`config.mk`:
```
export PLATFORM = sky130hd
export DESIGN_NAME = issue_exe_lanes
export DESIGN_NICKNAME = d
export VERILOG_FILES = /design/src/rtl/issue_exe_lanes.sv
export SDC_FILE = /design/constraint.sdc
export NUM_CORES = 2
export LEC_CHECK = 0
export CAP_MARGIN = 30
export CORE_MARGIN = 2
export CORE_UTILIZATION = 30
export DETAILED_ROUTE_END_ITERATION = 7
export DONT_BUFFER_PORTS = 1
export SLEW_MARGIN = 20
export SYNTH_ARGS = -nofsm -noshare
export SYNTH_HDL_FRONTEND = slang
export SYNTH_SLANG_ARGS = --single-unit
```
`constraint.sdc`:
```
create_clock -name clk -period 9 [get_ports clk]
set_input_delay 0.45 -clock clk [delete_from_list [all_inputs] [get_ports clk]]
set_output_delay 0.45 -clock clk [all_outputs]
set_load 0.1 [all_outputs]
```
`src/rtl/issue_exe_lanes.sv`:
```
// issue_exe_lanes: N-lane issue-to-EXE pipeline register.
// Steers the (single) special instruction of each issued portion onto
// SPEC_LANE, tags every lane with its original slot index, and splits
// groups holding several specials over multiple cycles via a hold buffer.
module issue_exe_lanes #(
    parameter int LANES     = 2,
    parameter int PAY_W     = 160,
    parameter int SPEC_LANE = LANES - 1,
    parameter int AGE_W     = $clog2(LANES)
) (
    input  logic                   clk,
    input  logic                   rst,
    input  logic [LANES-1:0]       in_valid,
    input  logic [LANES-1:0]       in_special,
    input  logic [LANES-1:0]       in_div,
    input  logic [LANES*32-1:0]    in_pc,
    input  logic [LANES*32-1:0]    in_pc_pre,
    input  logic [LANES*PAY_W-1:0] in_pay,
    output logic                   in_ready,
    input  logic                   stall,
    input  logic                   flush,
    output logic [LANES-1:0]       ex_valid,
    output logic [LANES*AGE_W-1:0] ex_age,
    output logic [LANES*32-1:0]    ex_pc,
    output logic [LANES*32-1:0]    ex_pc_pre,
    output logic [LANES-1:0]       ex_br_pd,
    output logic [LANES*PAY_W-1:0] ex_pay,
    output logic                   ex_div_en
);

    typedef enum logic [0:0] {
        ST_IDLE  = 1'b0,
        ST_DRAIN = 1'b1
    } state_t;

    state_t                 state_r;
    state_t                 state_nxt_s;

    // hold buffer: remaining mask plus a copy of the split group
    logic [LANES-1:0]       rem_r;
    logic [LANES-1:0]       hold_spec_r;
    logic [LANES-1:0]       hold_div_r;
    logic [LANES*32-1:0]    hold_pc_r;
    logic [LANES*32-1:0]    hold_pc_pre_r;
    logic [LANES*PAY_W-1:0] hold_pay_r;

    logic                   drain_s;
    logic [LANES-1:0]       src_valid_s;
    logic [LANES-1:0]       src_spec_s;
    logic [LANES-1:0]       src_div_s;
    logic [31:0]            src_pc_a     [LANES];
    logic [31:0]            src_pc_pre_a [LANES];
    logic [PAY_W-1:0]       src_pay_a    [LANES];

    logic [LANES-1:0]       issue_s;
    logic [LANES-1:0]       remain_s;
    logic                   has_spec_s;
    logic                   issue_stop_s;

    logic [LANES-1:0]       lane_use_s;
    logic [AGE_W-1:0]       lane_src_s [LANES];
    int                     fill_s;
    int                     tgt_s;

    logic [LANES-1:0]       ex_valid_nxt_s;
    logic [LANES*AGE_W-1:0] ex_age_nxt_s;
    logic [LANES*32-1:0]    ex_pc_nxt_s;
    logic [LANES*32-1:0]    ex_pc_pre_nxt_s;
    logic [LANES-1:0]       ex_br_pd_nxt_s;
    logic [LANES*PAY_W-1:0] ex_pay_nxt_s;
    logic                   ex_div_en_nxt_s;

    logic [LANES-1:0]       ex_valid_r;
    logic [LANES*AGE_W-1:0] ex_age_r;
    logic [LANES*32-1:0]    ex_pc_r;
    logic [LANES*32-1:0]    ex_pc_pre_r;
    logic [LANES-1:0]       ex_br_pd_r;
    logic [LANES*PAY_W-1:0] ex_pay_r;
    logic                   ex_div_en_r;

    assign drain_s     = (state_r == ST_DRAIN);
    assign src_valid_s = drain_s ? rem_r       : in_valid;
    assign src_spec_s  = drain_s ? hold_spec_r : in_special;
    assign src_div_s   = drain_s ? hold_div_r  : in_div;
    assign in_ready    = ~rst & ~stall & ~flush & (state_r == ST_IDLE);

    // source slot fields: live inputs when idle, held copy while draining
    always_comb begin
        for (int i = 0; i < LANES; i++) begin
            if (drain_s) begin
                src_pc_a[i]     = hold_pc_r[i*32 +: 32];
                src_pc_pre_a[i] = hold_pc_pre_r[i*32 +: 32];
                src_pay_a[i]    = hold_pay_r[i*PAY_W +: PAY_W];
            end else begin
                src_pc_a[i]     = in_pc[i*32 +: 32];
                src_pc_pre_a[i] = in_pc_pre[i*32 +: 32];
                src_pay_a[i]    = in_pay[i*PAY_W +: PAY_W];
            end
        end
    end

    // issue set: oldest-first prefix of the source set, cut before the second special
    always_comb begin
        issue_s      = '0;
        has_spec_s   = 1'b0;
        issue_stop_s = 1'b0;
        for (int i = 0; i < LANES; i++) begin
            if (src_valid_s[i] && !issue_stop_s) begin
                if (src_spec_s[i] && has_spec_s) begin
                    issue_stop_s = 1'b1;
                end else begin
                    issue_s[i] = 1'b1;
                    if (src_spec_s[i]) begin
                        has_spec_s = 1'b1;
                    end else begin
                        has_spec_s = has_spec_s;
                    end
                end
            end else begin
                issue_stop_s = issue_stop_s;
            end
        end
        remain_s = src_valid_s & ~issue_s;
    end

    // lane steering: special to SPEC_LANE, others pack the remaining lanes in age order
    always_comb begin
        lane_use_s = '0;
        for (int l = 0; l < LANES; l++) begin
            lane_src_s[l] = '0;
        end
        fill_s = (SPEC_LANE == 0) ? 1 : 0;
        tgt_s  = 0;
        for (int i = 0; i < LANES; i++) begin
            if (issue_s[i]) begin
                if (!has_spec_s) begin
                    tgt_s = i;
                end else if (src_spec_s[i]) begin
                    tgt_s = SPEC_LANE;
                end else begin
                    tgt_s  = fill_s;
                    fill_s = fill_s + 1;
                    if (fill_s == SPEC_LANE) begin
                        fill_s = fill_s + 1;
                    end else begin
                        fill_s = fill_s;
                    end
                end
                for (int l = 0; l < LANES; l++) begin
                    if (l == tgt_s) begin
                        lane_use_s[l] = 1'b1;
                        lane_src_s[l] = AGE_W'(i);
                    end else begin
                        lane_use_s[l] = lane_use_s[l];
                    end
                end
            end else begin
                tgt_s = tgt_s;
            end
        end
    end

    // next lane contents; unused lanes are driven to all-zero
    always_comb begin
        ex_valid_nxt_s  = lane_use_s;
        ex_age_nxt_s    = '0;
        ex_pc_nxt_s     = '0;
        ex_pc_pre_nxt_s = '0;
        ex_br_pd_nxt_s  = '0;
        ex_pay_nxt_s    = '0;
        for (int l = 0; l < LANES; l++) begin
            if (lane_use_s[l]) begin
                ex_age_nxt_s[l*AGE_W +: AGE_W] = lane_src_s[l];
                ex_pc_nxt_s[l*32 +: 32]        = src_pc_a[lane_src_s[l]];
                ex_pc_pre_nxt_s[l*32 +: 32]    = src_pc_pre_a[lane_src_s[l]];
                ex_br_pd_nxt_s[l]              = (src_pc_pre_a[lane_src_s[l]] !=
                                                  (src_pc_a[lane_src_s[l]] + 32'd4));
                ex_pay_nxt_s[l*PAY_W +: PAY_W] = src_pay_a[lane_src_s[l]];
            end else begin
                ex_br_pd_nxt_s[l] = 1'b0;
            end
        end
        ex_div_en_nxt_s = lane_use_s[SPEC_LANE] & src_div_s[lane_src_s[SPEC_LANE]];
    end

    // next state: flush forces IDLE, stall freezes, otherwise split/drain tracking
    always_comb begin
        state_nxt_s = state_r;
        if (flush) begin
            state_nxt_s = ST_IDLE;
        end else if (stall) begin
            state_nxt_s = state_r;
        end else begin
            case (state_r)
                ST_IDLE:  state_nxt_s = (|remain_s) ? ST_DRAIN : ST_IDLE;
                ST_DRAIN: state_nxt_s = (|remain_s) ? ST_DRAIN : ST_IDLE;
                default:  state_nxt_s = ST_IDLE;
            endcase
        end
    end

    // state register
    always_ff @(posedge clk) begin
        if (rst) begin
            state_r <= ST_IDLE;
        end else begin
            state_r <= state_nxt_s;
        end
    end

    // EXE lane registers and hold buffer
    always_ff @(posedge clk) begin
        if (rst) begin
            ex_valid_r    <= '0;
            ex_age_r      <= '0;
            ex_pc_r       <= '0;
            ex_pc_pre_r   <= '0;
            ex_br_pd_r    <= '0;
            ex_pay_r      <= '0;
            ex_div_en_r   <= 1'b0;
            rem_r         <= '0;
            hold_spec_r   <= '0;
            hold_div_r    <= '0;
            hold_pc_r     <= '0;
            hold_pc_pre_r <= '0;
            hold_pay_r    <= '0;
        end else if (flush) begin
            ex_valid_r  <= '0;
            ex_age_r    <= '0;
            ex_pc_r     <= '0;
            ex_pc_pre_r <= '0;
            ex_br_pd_r  <= '0;
            ex_pay_r    <= '0;
            ex_div_en_r <= 1'b0;
            rem_r       <= '0;
        end else if (!stall) begin
            ex_valid_r  <= ex_valid_nxt_s;
            ex_age_r    <= ex_age_nxt_s;
            ex_pc_r     <= ex_pc_nxt_s;
            ex_pc_pre_r <= ex_pc_pre_nxt_s;
            ex_br_pd_r  <= ex_br_pd_nxt_s;
            ex_pay_r    <= ex_pay_nxt_s;
            ex_div_en_r <= ex_div_en_nxt_s;
            rem_r       <= remain_s;
            // capture the whole group only when an idle accept has to be split
            if (!drain_s && (|remain_s)) begin
                hold_spec_r   <= in_special;
                hold_div_r    <= in_div;
                hold_pc_r     <= in_pc;
                hold_pc_pre_r <= in_pc_pre;
                hold_pay_r    <= in_pay;
            end
        end
    end

    assign ex_valid  = ex_valid_r;
    assign ex_age    = ex_age_r;
    assign ex_pc     = ex_pc_r;
    assign ex_pc_pre = ex_pc_pre_r;
    assign ex_br_pd  = ex_br_pd_r;
    assign ex_pay    = ex_pay_r;
    assign ex_div_en = ex_div_en_r;

endmodule

```
* Yosys cells after proc, flatten, opt, wreduce, memory -nomap -nowiden
Cells that the tools add are included.
** Word-level totals
- Bits in registers :: 910
- Input bits :: 458
- Logic and storage cells :: 108
- Output and inout port bits :: 456
** Operators by class
- Add/sub/neg operators :: 2
- Order comparisons :: 3
- Reduce and logical (&&, ||, !) cells :: 8
- Mux-type cells :: 65
- Bitwise logic cells :: 12
- Eq/ne operators :: 4
** Operators by type and width (count)
- two-way mux 160 bit :: 10
- two-way mux 32 bit :: 24
- adder 32 x 3 -> 32 bit, second input constant :: 2
- == test 2 x 32 -> 1 bit, first input constant :: 2
- zero test 32 bit :: 2
- inequality test 32 bit :: 2
- two-way mux 1 bit :: 23
- two-way mux 2 bit :: 8
- bitwise AND 1 bit :: 4
- greater-or-equal comparator 2 bit, second input constant :: 2
- inverter 1 bit :: 4
- inverter 1 -> 2 bit :: 2
- OR reduction 2 bit :: 2
- AND reduction 3 bit :: 1
- bitwise AND 2 bit :: 1
- logical AND 1 bit :: 2
- less-than comparator 1 x 2 -> 1 bit, second input constant :: 1
- inverter 2 bit :: 1
- zero test 1 bit :: 1

* Depth between registers and ports, before layout
- Depth in word-level cells :: 18
- Gate-level depth with buffers :: 22
- Depth with buffers taken out :: 12

* Worst setup path after synthesis
OpenSTA, ideal clock, no wires.
- Kind :: reg2reg
- Start point :: register state_r, in the netlist drain_s
- End point :: register ex_br_pd_r[0], in the netlist ex_br_pd[0]
- Setup time :: 0.070 ns
- Clock period less this slack :: 4.495 ns
- Setup slack :: 4.505 ns
- Stages on the path, launching flop included :: 23
- Required time :: 8.930 ns
- Arrival time :: 4.425 ns
- Cells stage by stage :: dfxtp_1 -> buf_2 -> buf_4 -> buf_4 -> buf_2 -> buf_2 -> buf_2 -> buf_2 -> buf_2 -> clkbuf_1 -> clkbuf_1 -> nand2_1 -> o21ai_0 -> ha_1 -> o311ai_2 -> or3_1 -> buf_4 -> or4_1 -> a21oi_1 -> nor2_1 -> a21bo_2 -> and3b_1 -> a21boi_1
** Between the ends
- Cells in the longest elaborated chain, start to end :: 18
- Elaborated cells between the ends (all ways) :: 41
- Those cells by class :: add/sub (1); eq/ne (1); mux (35); bitwise (1); reduce/logical (3)
** Ends and longest elaborated chain
- from (decl) :: line 36 : state_t state_r;
- from (signal assigned) :: line 207 : state_r <= state_nxt_s;
- two-way mux 2 bit :: line 83 : assign src_spec_s = drain_s ? hold_spec_r : in_special;
- two-way mux 1 bit :: line 113, 138
- two-way mux 1 bit :: line 108 : if (src_valid_s[i] && !issue_stop_s) begin
- two-way mux 1 bit / logical AND 1 bit (equally long branches) :: line 113, 109
- two-way mux 1 bit :: line 109 : if (src_spec_s[i] && has_spec_s) begin
- two-way mux 1 bit :: line 108
- two-way mux 32 bit :: line 136 : if (!has_spec_s) begin
- two-way mux 32 bit :: line 135 : if (issue_s[i]) begin
- zero test 32 bit :: line 150 : if (l == tgt_s) begin
- two-way mux 1 bit :: line 150
- two-way mux 2 bit :: line 135
- inverter 1 -> 2 bit (not written as such) :: line 176, 177
- two-way mux 32 bit (not written as such) (3 in a row) :: line 177 : (src_pc_a[lane_src_s[l]] + 32'd4));
- adder 32 x 3 -> 32 bit :: line 177
- inequality test 32 bit :: line 176 : ex_br_pd_nxt_s[l] = (src_pc_pre_a[lane_src_s[l]] !=
- two-way mux 1 bit * :: line 172 : if (lane_use_s[l]) begin
- to (signal assigned) :: line 241 : ex_br_pd_r <= ex_br_pd_nxt_s;
- to (decl) :: line 77 : logic [LANES-1:0] ex_br_pd_r;
Mark *: on every way between the ends. The rest lies on a longest branch, timed or not. The select of a mux whose other input is x is not followed.
A chain may end at the register's enable or synchronous reset.

* Worst setup path after layout
Same ends and word-level chain as after synthesis.

==> impl_metrics.env <==
export IMPL_max_slew_margin_pct=-12.4
export IMPL_ys_warnings_count=0
export IMPL_final_cells=8816
export IMPL_totalPowerFinal_mw=10.3
export IMPL_port_buffers=0
export IMPL_setup_violations=0
export IMPL_crit_fanout=199
export IMPL_grt_pass1_wl_mm=314
export IMPL_violations="slew limit"
export IMPL_pre_cts_slack_ns=4.09
export IMPL_leakage_nw=22.3
export IMPL_synth_largest_area_cell="dfxtp_1"
export IMPL_route_antenna_remaining_nets=0
export IMPL_cp_required_ns=9.62
export IMPL_initial_core_util_pct=30.2
export IMPL_ctsRootBufferMaster="clkbuf_16"
export IMPL_worstSetupPathType="register to register"
export IMPL_die_w_um=381
export IMPL_ys_async_sr_fraction_pct=0
export IMPL_fmax_ghz=0.214
export IMPL_reg2regPathDepth=9
export IMPL_die_area_sq_um=145000
export IMPL_yosys_top_cells_count="1,721 x nand2_1, 1,486 x a21oi_1, 905 x dfxtp_1"
export IMPL_clock_latency_ns=0.74
export IMPL_synth_edf_count=0
export IMPL_start_kind="register"
export IMPL_syn_area_sq_um=42500
export IMPL_slew_viol_final=104
export IMPL_fin_util_pct=42.2
export IMPL_synth_cells=6140
export IMPL_yosysMostFrequentCell="nand2_1"
export IMPL_finalClockSkew_ns=0.0651
export IMPL_avgSynthCellArea_sq_um=6.93
export IMPL_gp_congestion=0.996
export IMPL_synthTopCellsByArea="dfxtp_1 43%, a21oi_1 17%, nand2_1 15%, nor2_1 7.3%, clkbuf_1 3.5%"
export IMPL_critPathCapture="ex_br_pd[0]"
export IMPL_r2r_start="drain_s"
export IMPL_viasPerCell=5.54
export IMPL_r2r_end="ex_br_pd[0]"
export IMPL_max_cap_viol_count=0
export IMPL_drtIter0Drc=6023
export IMPL_cts_buffer_depth=3
export IMPL_hpwl_mm=129
export IMPL_drive_above_1_share_pct=6.26
export IMPL_outcome="complete, but fails checks"
export IMPL_irDropWorstVdd_mv=0.195
export IMPL_synth_seq_area_share_pct=42.6
export IMPL_numCtsBuffers=103
export IMPL_post_drt_wl_per_cell_um=24.5
export IMPL_dr_pass1_iters=7
export IMPL_cts_tree="built"
export IMPL_grt_pass1_vias=45800
export IMPL_routed_via_count=48800
export IMPL_holdCritPathClass="input pin to register"
export IMPL_period_needed_ns=4.67
export IMPL_clk_pin_slew_ns=0.06
export IMPL_drc_errors=0
export IMPL_core_area_sq_um=141000
export IMPL_die_h_um=381
export IMPL_fp_row_count=138
export IMPL_worst_pin_slew_ns=1.69
export IMPL_grt_overflow=0
export IMPL_numPlacedInstances=7766
export IMPL_hold_viol_final=0
export IMPL_antenna_found_initial=18
export IMPL_cts_sinks=905
export IMPL_p_per_area_nw_per_um2=173
export IMPL_grt_usage_pct=28.4
export IMPL_reg2reg_slack_ns=4.33
export IMPL_htree_levels=3
export IMPL_drt_total_wl_mm=216
export IMPL_rsz0062_at_grt="no"
export IMPL_ys_flop_type="dfxtp_1"
export IMPL_finalWorstSetupSlack_ns=4.33
export IMPL_syn_to_final_growth_pct=39.9
export IMPL_yosys_register_bits=905
export IMPL_critPathLaunch="drain_s"
export IMPL_endpoint_kind="register"
export IMPL_synth_net_count=6600
export IMPL_synth_cell_type_count=77
export IMPL_pin_count=914
export IMPL_synth_top_area_share_pct=42.6
export IMPL_grt_max_degree=451
export IMPL_period_share_pct=51.9
export IMPL_critPathArrivalTime_ns=5.29
export IMPL_layout_nets=7286
export IMPL_tns_ns=0
==> per-layer routing <==
| metal | vias to the layer above | routed length [um] | track usage [%] |
|---|---|---|---|
| met3 | 830 | 25300 | 8.52 |
| met1 | 22900 | 78300 | 33.7 |
| met2 | 3161 | 95300 | 43.8 |
| met4 | 8 | 17200 | 19.8 |
| met5 | - | 91 | 0 |
| li1 | 21900 | - | - |
==> cell type report <==
cell class	count	area (sq um)
inverter	5	18.8
sequential	905	18100
timing repair buffer	1083	12800
antenna	14	35.0
tap	1890	2360
clock inverter	45	757
clock buffer	146	2970
multi-input combinational	4728	22400
fill	14100	81600
==> placed cells by master, fill, tap and decap left out, types with 10 or more instances in the layout <==
| cell type | n |
|---|---|
| dfxtp_1 | 898 |
| nand4_1 | 11 |
| nor2_1 | 825 |
| xnor2_1 | 56 |
| buf_4 | 55 |
| clkbuf_16 | 105 |
| nor3_1 | 14 |
| a31oi_1 | 11 |
| bufinv_16 | 16 |
| xor2_1 | 35 |
| clkbuf_8 | 21 |
| o21ai_0 | 106 |
| nand2_1 | 1721 |
| diode_2 | 14 |
| clkbuf_1 | 49 |
| buf_16 | 144 |
| o211ai_1 | 10 |
| mux2i_1 | 120 |
| mux2_2 | 13 |
| a21oi_1 | 1485 |
| a22oi_1 | 109 |
| dlygate4sd3_1 | 793 |
| buf_1 | 49 |
| nand3_1 | 33 |
| nor4_1 | 12 |
| clkinv_2 | 17 |
| a211oi_1 | 10 |
| and3_1 | 10 |
==> where the power goes <==
| group | internal [mW] | switching (mW) |
|---|---|---|
| clock network | 2.77 | 1.92 |
| logic | 0.506 | 0.766 |
| registers | 4.06 | 0.262 |
| total | 7.34 | 2.95 |
==> timing repair <==
| item | 4_1_cts | 5_1_grt |
|---|---|---|
| hold endpoints to repair | 664 | 0 |
| gates resized for setup | 0 | 0 |
| buffers inserted | 0 | 0 |
| hold buffers | 794 | 0 |
==> through the flow <==
stage               instance area, sq um  hold WS, ns
floorplan                          42500        0.427
global placement                   43500        0.435
detailed placement                 47100        0.442
CTS                                58800   0.00000172
global route                       59500       0.0264
finish                             59500       0.0868
==> state kept, by name, indices dropped and copies added (netlist names) <==
register       cells
hold_div_r         1
ex_div_en          1
ex_pc             64
hold_pay_r       320
hold_pc_r         64
ex_br_pd           2
ex_pay           320
ex_age             2
ex_pc_pre         64
drain_s            1
hold_pc_pre_r     64
ex_valid           2
==> how the worst min path moves through the flow <==
| stage | from | end | slack (ns) | cells after the start |
|---|---|---|---|---|
| global placement | hold_pc_r[18] | hold_pc_r[18] | 0.44 | 2 |
| finish | stall | ex_br_pd[0] | 0.09 | 3 |
| floorplan | hold_pc_r[17] | hold_pc_r[17] | 0.43 | 2 |
| detailed placement | hold_pc_r[36] | hold_pc_r[36] | 0.44 | 2 |
| global route | stall | ex_pc[24] | 0.03 | 2 |
| CTS | rst | hold_pay_r[121] | 0.000002 | 1 |
==> worst max-delay path, stage by stage (launching register included) <==
cell and delay, ns:
dfxtp_4 0.86, buf_4 0.79, buf_12 0.55, o21ai_0 0.45
xnor2_1 0.23, nor4_1 0.43, o2111ai_1 0.20, a2111o_1 0.37
nor4_1 0.37, a21boi_1 0.11
==> kinds of logic (layout without fill, tap and decap cells) <==
kind of cell | Yosys count | count (layout) | share of synthesized area [%]
flip-flops | 905 | 905 | 42.6
multiplexers | 133 | 133 | 3.17
other | 0 | 14 | 0
XOR/XNOR | 91 | 91 | 1.87
AND/OR/NAND/NOR | 2706 | 2706 | 25.0
AO/OA/AOI/OAI | 1796 | 1796 | 22.4
buffers and inverters | 507 | 1279 | 4.93
adder cells (fa/ha/maj) | 2 | 2 | 0.0588
(Power assumes the default switching activity.)
